## src/rtl/noc_arb2_merge.sv

```systemverilog
// rtl/noc_arb2_merge.sv - two-input round-robin packet merge with grant tag and counters
// Each packet is announced by its grant tag on S before the flit itself goes out on Out.
module noc_arb2_merge #(
  parameter int W    = 9,
  parameter int CNTW = 16
) (
  input  logic            CLK,
  input  logic            _RESET,
  input  logic [W-1:0]    In0_data,
  input  logic            In0_valid,
  output logic            In0_ready,
  input  logic [W-1:0]    In1_data,
  input  logic            In1_valid,
  output logic            In1_ready,
  output logic            S_data,
  output logic            S_valid,
  input  logic            S_ready,
  output logic [W-1:0]    Out_data,
  output logic            Out_valid,
  input  logic            Out_ready,
  output logic [CNTW-1:0] Cnt0,
  output logic [CNTW-1:0] Cnt1
);

  typedef enum logic [1:0] {IDLE, SEND_S, SEND_D} state_t;

  state_t          state_q;
  logic [W-1:0]    hold_q;
  logic            last_q;
  logic [CNTW-1:0] cnt0_q, cnt1_q;
  logic [CNTW-1:0] cnt0_d, cnt1_d;
  logic            s_valid_q, s_data_q;
  logic            out_valid_q;
  logic [W-1:0]    out_data_q;
  logic            gnt0, gnt1, idle;

  // On contention the input that did not win last time gets the grant.
  always_comb begin
    gnt0   = In0_valid && (!In1_valid || last_q);
    gnt1   = In1_valid && (!In0_valid || !last_q);
    idle   = (state_q == IDLE) && !_RESET;
    cnt0_d = (cnt0_q == {CNTW{1'b1}}) ? cnt0_q : cnt0_q + CNTW'(1);
    cnt1_d = (cnt1_q == {CNTW{1'b1}}) ? cnt1_q : cnt1_q + CNTW'(1);
  end

  assign In0_ready = idle && gnt0;
  assign In1_ready = idle && gnt1;
  assign S_valid   = s_valid_q;
  assign S_data    = s_data_q;
  assign Out_valid = out_valid_q;
  assign Out_data  = out_data_q;
  assign Cnt0      = cnt0_q;
  assign Cnt1      = cnt1_q;

  always_ff @(posedge CLK or posedge _RESET) begin
    if (_RESET) begin
      state_q     <= IDLE;
      hold_q      <= '0;
      last_q      <= 1'b1;
      cnt0_q      <= '0;
      cnt1_q      <= '0;
      s_valid_q   <= 1'b0;
      s_data_q    <= 1'b0;
      out_valid_q <= 1'b0;
      out_data_q  <= '0;
    end else begin
      case (state_q)
        IDLE: begin
          if (In0_ready || In1_ready) begin
            hold_q    <= In1_ready ? In1_data : In0_data;
            last_q    <= In1_ready;
            s_data_q  <= In1_ready;
            s_valid_q <= 1'b1;
            if (In1_ready) cnt1_q <= cnt1_d;
            else           cnt0_q <= cnt0_d;
            state_q   <= SEND_S;
          end
        end
        SEND_S: begin
          if (S_ready) begin
            s_valid_q   <= 1'b0;
            out_valid_q <= 1'b1;
            out_data_q  <= hold_q;
            state_q     <= SEND_D;
          end
        end
        SEND_D: begin
          if (Out_ready) begin
            out_valid_q <= 1'b0;
            state_q     <= IDLE;
          end
        end
        default: begin
          s_valid_q   <= 1'b0;
          out_valid_q <= 1'b0;
          state_q     <= IDLE;
        end
      endcase
    end
  end

endmodule

```

## config.mk

```make
export PLATFORM = sky130hd
export DESIGN_NAME = noc_arb2_merge
export DESIGN_NICKNAME = d
export VERILOG_FILES = /design/src/rtl/noc_arb2_merge.sv
export SDC_FILE = /design/constraint.sdc
export NUM_CORES = 1
export LEC_CHECK = 0
export ABC_CLOCK_PERIOD_IN_PS = 2900
export BUFFER_PORTS_ARGS = -buffer_cell sky130_fd_sc_hd__clkbuf_2
export CAP_MARGIN = 20
export CORE_ASPECT_RATIO = 0.75
export CORE_UTILIZATION = 56
export DETAILED_ROUTE_END_ITERATION = 6
export PLACE_DENSITY = 0.84
export SLEW_MARGIN = 20
export SYNTH_ARGS = -nofsm -noshare
export SYNTH_HDL_FRONTEND = slang
export SYNTH_SLANG_ARGS = --single-unit
```

## constraint.sdc

```tcl
create_clock -name CLK -period 2.9 [get_ports CLK]
set_input_delay 0.435 -clock CLK [delete_from_list [all_inputs] [get_ports CLK]]
set_output_delay 0.435 -clock CLK [all_outputs]
set_load 0.03 [all_outputs]
```

## Word-level counts from Yosys, hierarchy flattened

Index checks and enable logic that the tools add are counted.

| storage, ports and cells | value |
|---|---|
| register bits | 56 |

| cells by class | value |
|---|---|
| add/subtract/negate cells | 2 |
| equal/unequal tests | 7 |
| muxes and demuxes | 11 |
| bitwise operators | 5 |
| reduce and logical (&&, ||, !) cells | 20 |

Operator list:

| operator | number |
|---|---|
| $add 16x1->16 const B | 2 |
| $eq 16x16->1 const B | 2 |
| $mux 9 | 1 |
| $reduce_and 3->1 | 3 |
| $reduce_and 4->1 | 2 |
| $mux 2 | 3 |
| $pmux 1 s3 | 2 |
| $pmux 2 s3 | 1 |
| $logic_and 1x1->1 | 5 |
| $not 1->1 | 5 |
| $logic_not 1->1 | 4 |
| $mux 1 | 4 |
| $ne 2x2->1 const B | 2 |
| $reduce_and 2->1 | 2 |
| $logic_or 1x1->1 | 3 |
| $eq 2x1->1 const B | 1 |
| $eq 2x2->1 const B | 1 |
| $logic_not 2->1 | 1 |
| $ne 2x1->1 const B | 1 |

## Longest topological paths before layout

| depth | value |
|---|---|
| word-level depth | 7 |
| gate-level depth with buffers | 6 |
| mapped depth without buffers | 5 |

## Worst setup path after synthesis

Ideal clock, no wire load.

| timing | value |
|---|---|
| kind | register to register |
| start point | register cnt0_q[0], in the netlist Cnt0[0] |
| end point | register cnt0_q[14], in the netlist Cnt0[14] |
| arrival time | 1799 ps |
| data required time | 2781 ps |
| path slack | 983 ps |
| cell stages (with the launch flop) | 6 |
| period minus slack after synthesis | 1917 ps |
| cell sequence | dfrtp_1 -> ha_1 -> nand4_1 -> or2_2 -> or4_1 -> o21a_1 |

| between the ends | value |
|---|---|
| longest elaborated chain between the ends | 3 |
| elaborated cells on any way between the ends | 4 |
| classes of those cells | 1 x add/sub; 1 x eq/ne; 1 x bitwise; 1 x reduce/logical |

RTL lines:

| item | RTL line | source |
|---|---|---|
| from (decl) | 30 | `logic [CNTW-1:0] cnt0_q, cnt1_q;` |
| from (signal assigned) | 75 | `else cnt0_q <= cnt0_d;` |
| branches (longest 3 deep; another with $add 16x1->16) | n/a |  |

Parallel ways; which one is timed is not known.
A chain may end at the register's enable or synchronous reset.

## Final worst setup path

| timing | value |
|---|---|
| start point | register state_q[1] |
| end point | output In1_ready |

| between the ends | value |
|---|---|
| longest elaborated chain between the ends | 3 |

RTL lines:

| item | RTL line | source |
|---|---|---|
| from (decl) | 27 | `state_t state_q;` |
| from (signal assigned) | 57 | `state_q <= IDLE;` |
| from (signal assigned) | 76 | `state_q <= SEND_S;` |
| from (signal assigned) | 84 | `state_q <= SEND_D;` |
| $logic_not 2->1 | 41 | `idle = (state_q == IDLE) && !_RESET;` |
| $logic_and 1x1->1 | 41 |  |
| $logic_and 1x1->1 | 47 | `assign In1_ready = idle && gnt1;` |
| to (decl) | 14 | `output logic In1_ready,` |

Every way passes these cells.

==> metrics.md <==
| Metric | Value |
|---|---|
| Total Routing Usage GR | `0.239` |
| Die width | `between 80 and 90 µm` |
| Slowest cell on the critical path | `dfrtp_1` |
| Final Hold Vio Count | `0` |
| Tcrit/Tclk final | `0.790` |
| Number of global-route vias before repair | `1,752` |
| CORE AREA | `4520 µm²` |
| Pin count of the biggest net entering global routing | `27` |
| DRT Pass-1 Iters | `4` |
| Max Clk Rate | `between 0.4 and 0.5 GHz` |
| H-tree levels | `2` |
| Post-Layout Inst Area | `around 3200 µm²` |
| Initial antenna violation count | `0` |
| Storage cell area | `1400 µm²` |
| Crit path largest cell delay | `~0.46 ns` |
| Total CTS buffers | `5` |
| CP endpoint kind | `primary output` |
| DRC violation count after routing | `0` |
| Tightest Pin Transition | `0.634 ns` |
| Synth area leaders | `dfrtp_1 (52%), xor2_1 (8.6%), mux2_2 (4.2%)` |
| DRT Wirelength | `around 5.4 mm` |
| Yosys reg bits | `between 50 and 60` |
| IO Pins | `70` |
| Initial Util | `0.589` |
| Cell taking the most area after synthesis | `dfrtp_1` |
| Crit path kind | `reg -> out` |
| Worst VDD drop | `slightly above 0.6 mV` |
| Lkg Pwr | `roughly 1.7 nW` |
| Vias per cell | `5.54` |
| Tot Pwr | `approximately 2.6 mW` |
| Post-CTS sizing | `0` |
| Antenna viol nets, final | `0` |
| Pins Over Slew Limit | `0` |
| IO buf count | `69` |
| Worst path buffer plus inverter count | `3` |
| CP top delay family | `simple AND/OR/NAND/NOR gates` |
| Global-route wire length before repair | `between 8 and 9 mm` |
| Register area share after synthesis | `0.527` |
| Max clock buf depth | `2` |
| DR iter-0 viols | `138` |
| NumNets Final | `between 300 and 400` |
| Post-CTS Setup Bufs | `0` |
| Area of the multi-input gates | `between 1000 and 1500 µm²` |
| Cell count after synthesis | `between 200 and 250` |
| PD cells | `around 830 nW/µm²` |
| Synthesized area | `around 2700 µm²` |
| Area Overhead vs Synth | `18.8%` |
| Fin crit period | `about 2.3 ns` |
| RSZ-0062 raised after global routing | `no` |
| Async S/R FF share, synth | `1.00` |
| Setup TNS | `0 ns` |
| GP Congestion | `just under 0.9` |
| Placed cell area | `approximately 3100 µm²` |
| Syn. warnings | `0` |
| Main synth FF type | `dfrtp_1` |
| Syn_nets | `between 200 and 300` |
| Worst skew pair latency | `around 0.32 ns` |
| Share of cells above drive strength 1 | `0.361` |
| WP data arrival | `1.86 ns` |
| Min-Delay Path Class | `in -> async` |
| Final setup violating endpoints | `0` |
| Worst EP required | `about 2.5 ns` |
| Post-synth EDFFs | `0` |
| Clk sinks | `56` |
| Gr ovfl total | `0` |
| Post-Syn Area per Cell | `roughly 12 µm²` |
| Worst Setup Start Kind | `register` |
| CTS tree | `built` |
| Fillcell total | `between 300 and 400` |
| Clock skew | `about 0.0050 ns` |
| Die height | `approximately 62 µm` |
| WL/cell | `15.0 µm` |
| Row count | `21` |
| Max cap viols | `0` |
| Antenna cells | `0` |
| Unique masters post-synth | `41` |
| Worst relative slew slack | `0.574` |
| Final HPWL DP | `slightly above 4 mm` |
| WHS | `between 0.1 and 0.15 ns` |
| # hold bufs at CTS | `0` |
| Die Area | `between 5000 and 6000 µm²` |
| Status | `completed` |
| Clk slew on worst S/H paths | `approximately 0.10 ns` |
| Via count | `about 2,000` |
| CTS Root Cell | `clkbuf_8` |
| Crit path cell chain | `nor3_4 > nand2_1 > inv_1 > buf_4 > clkbuf_2` |
| Worst-path fanout max | `20` |
| Post-synth top area share | `0.517` |
[flip-flops by register name, indices dropped and copies added (netlist names)]
name       cells
S_data         1
S_valid        1
Out_data       9
last_q         1
hold_q         9
state_q        2
Cnt1          16
Out_valid      1
Cnt0          16
[path summary, 6_finish.rpt]
kind / start / end / slack, ns / cells past startpoint
worst min register to register: last_q / last_q / 0.48 / 2
worst max-delay path: state_q[1] / In1_ready / 0.61 / 5
min in group CLK: In1_data[7] / hold_q[7] / 0.32 / 3
worst min-delay path: _RESET / Out_data[0] / 0.11 / 2
max in group asynchronous: _RESET / last_q / 2.11 / 3
worst max register to register: state_q[1] / Cnt0[14] / 0.92 / 4
[final cells by class]
class                           count  area share
Sequential cell                    56       0.443
Clock inverter                      3     0.00712
Multi-Input combinational cell    162       0.381
Clock buffer                        5      0.0217
Tap cell                           57      0.0225
Timing Repair Buffer               72       0.116
Inverter                            7     0.00830
[cell families after synthesis]
group	Yosys count	share of synthesized area
AO/OA/AOI/OAI	15	0.0315
XOR/XNOR	28	0.0921
adder cells (fa/ha/maj)	2	0.00940
buffers and inverters	12	0.0207
flip-flops	56	0.527
multiplexers	20	0.0818
AND/OR/NAND/NOR	97	0.238
[synth_stat cells (2+ instances only)]
master,number
and4_1,2
buf_2,2
clkbuf_1,2
dfrtp_1,55
ha_1,2
inv_1,7
mux2_2,10
mux2i_1,9
nand2_1,28
nand3_1,10
nand4_1,6
nand4_2,3
nor2_1,7
nor3_1,11
nor3b_1,2
nor4_1,8
nor4_2,4
nor4_4,3
o21ai_0,11
xnor2_1,2
xor2_1,26
[per-layer routing]
metal  GRT usage  wire, µm
met5           0         0
met4      0.0752        59
met3      0.0642       360
met2       0.343      2370
met1       0.356      2650
[placed cells by master, fill, tap and decap left out, types with 2 or more instances in the layout]
cell	instances
and4_1	2
buf_4	3
clkbuf_2	69
clkbuf_8	5
dfrtp_1	55
ha_1	2
inv_1	6
mux2_2	10
mux2i_1	9
nand2_1	28
nand3_1	10
nand4_1	6
nand4_2	3
nor2_1	7
nor3_1	11
nor3b_1	2
nor4_1	8
nor4_2	4
nor4_4	3
o21ai_0	11
xnor2_1	2
xor2_1	26
[power by group]
group	switching [mW]	internal, mW
combinational	0.622	0.344
clock	0.264	0.174
sequential	0.201	1.02
[metrics by stage]
stage / utilization / worst slack [ns] / instances
final: 0.700 / 0.610 / 362
after global routing: 0.700 / 0.481 / 362
after CTS: 0.700 / 0.619 / 362
after detailed placement: 0.680 / 0.881 / 354
after global placement: 0.680 / 0.921 / 354
after floorplan: - / 0.983 / 230
Power figures use the tool's default switching activity.
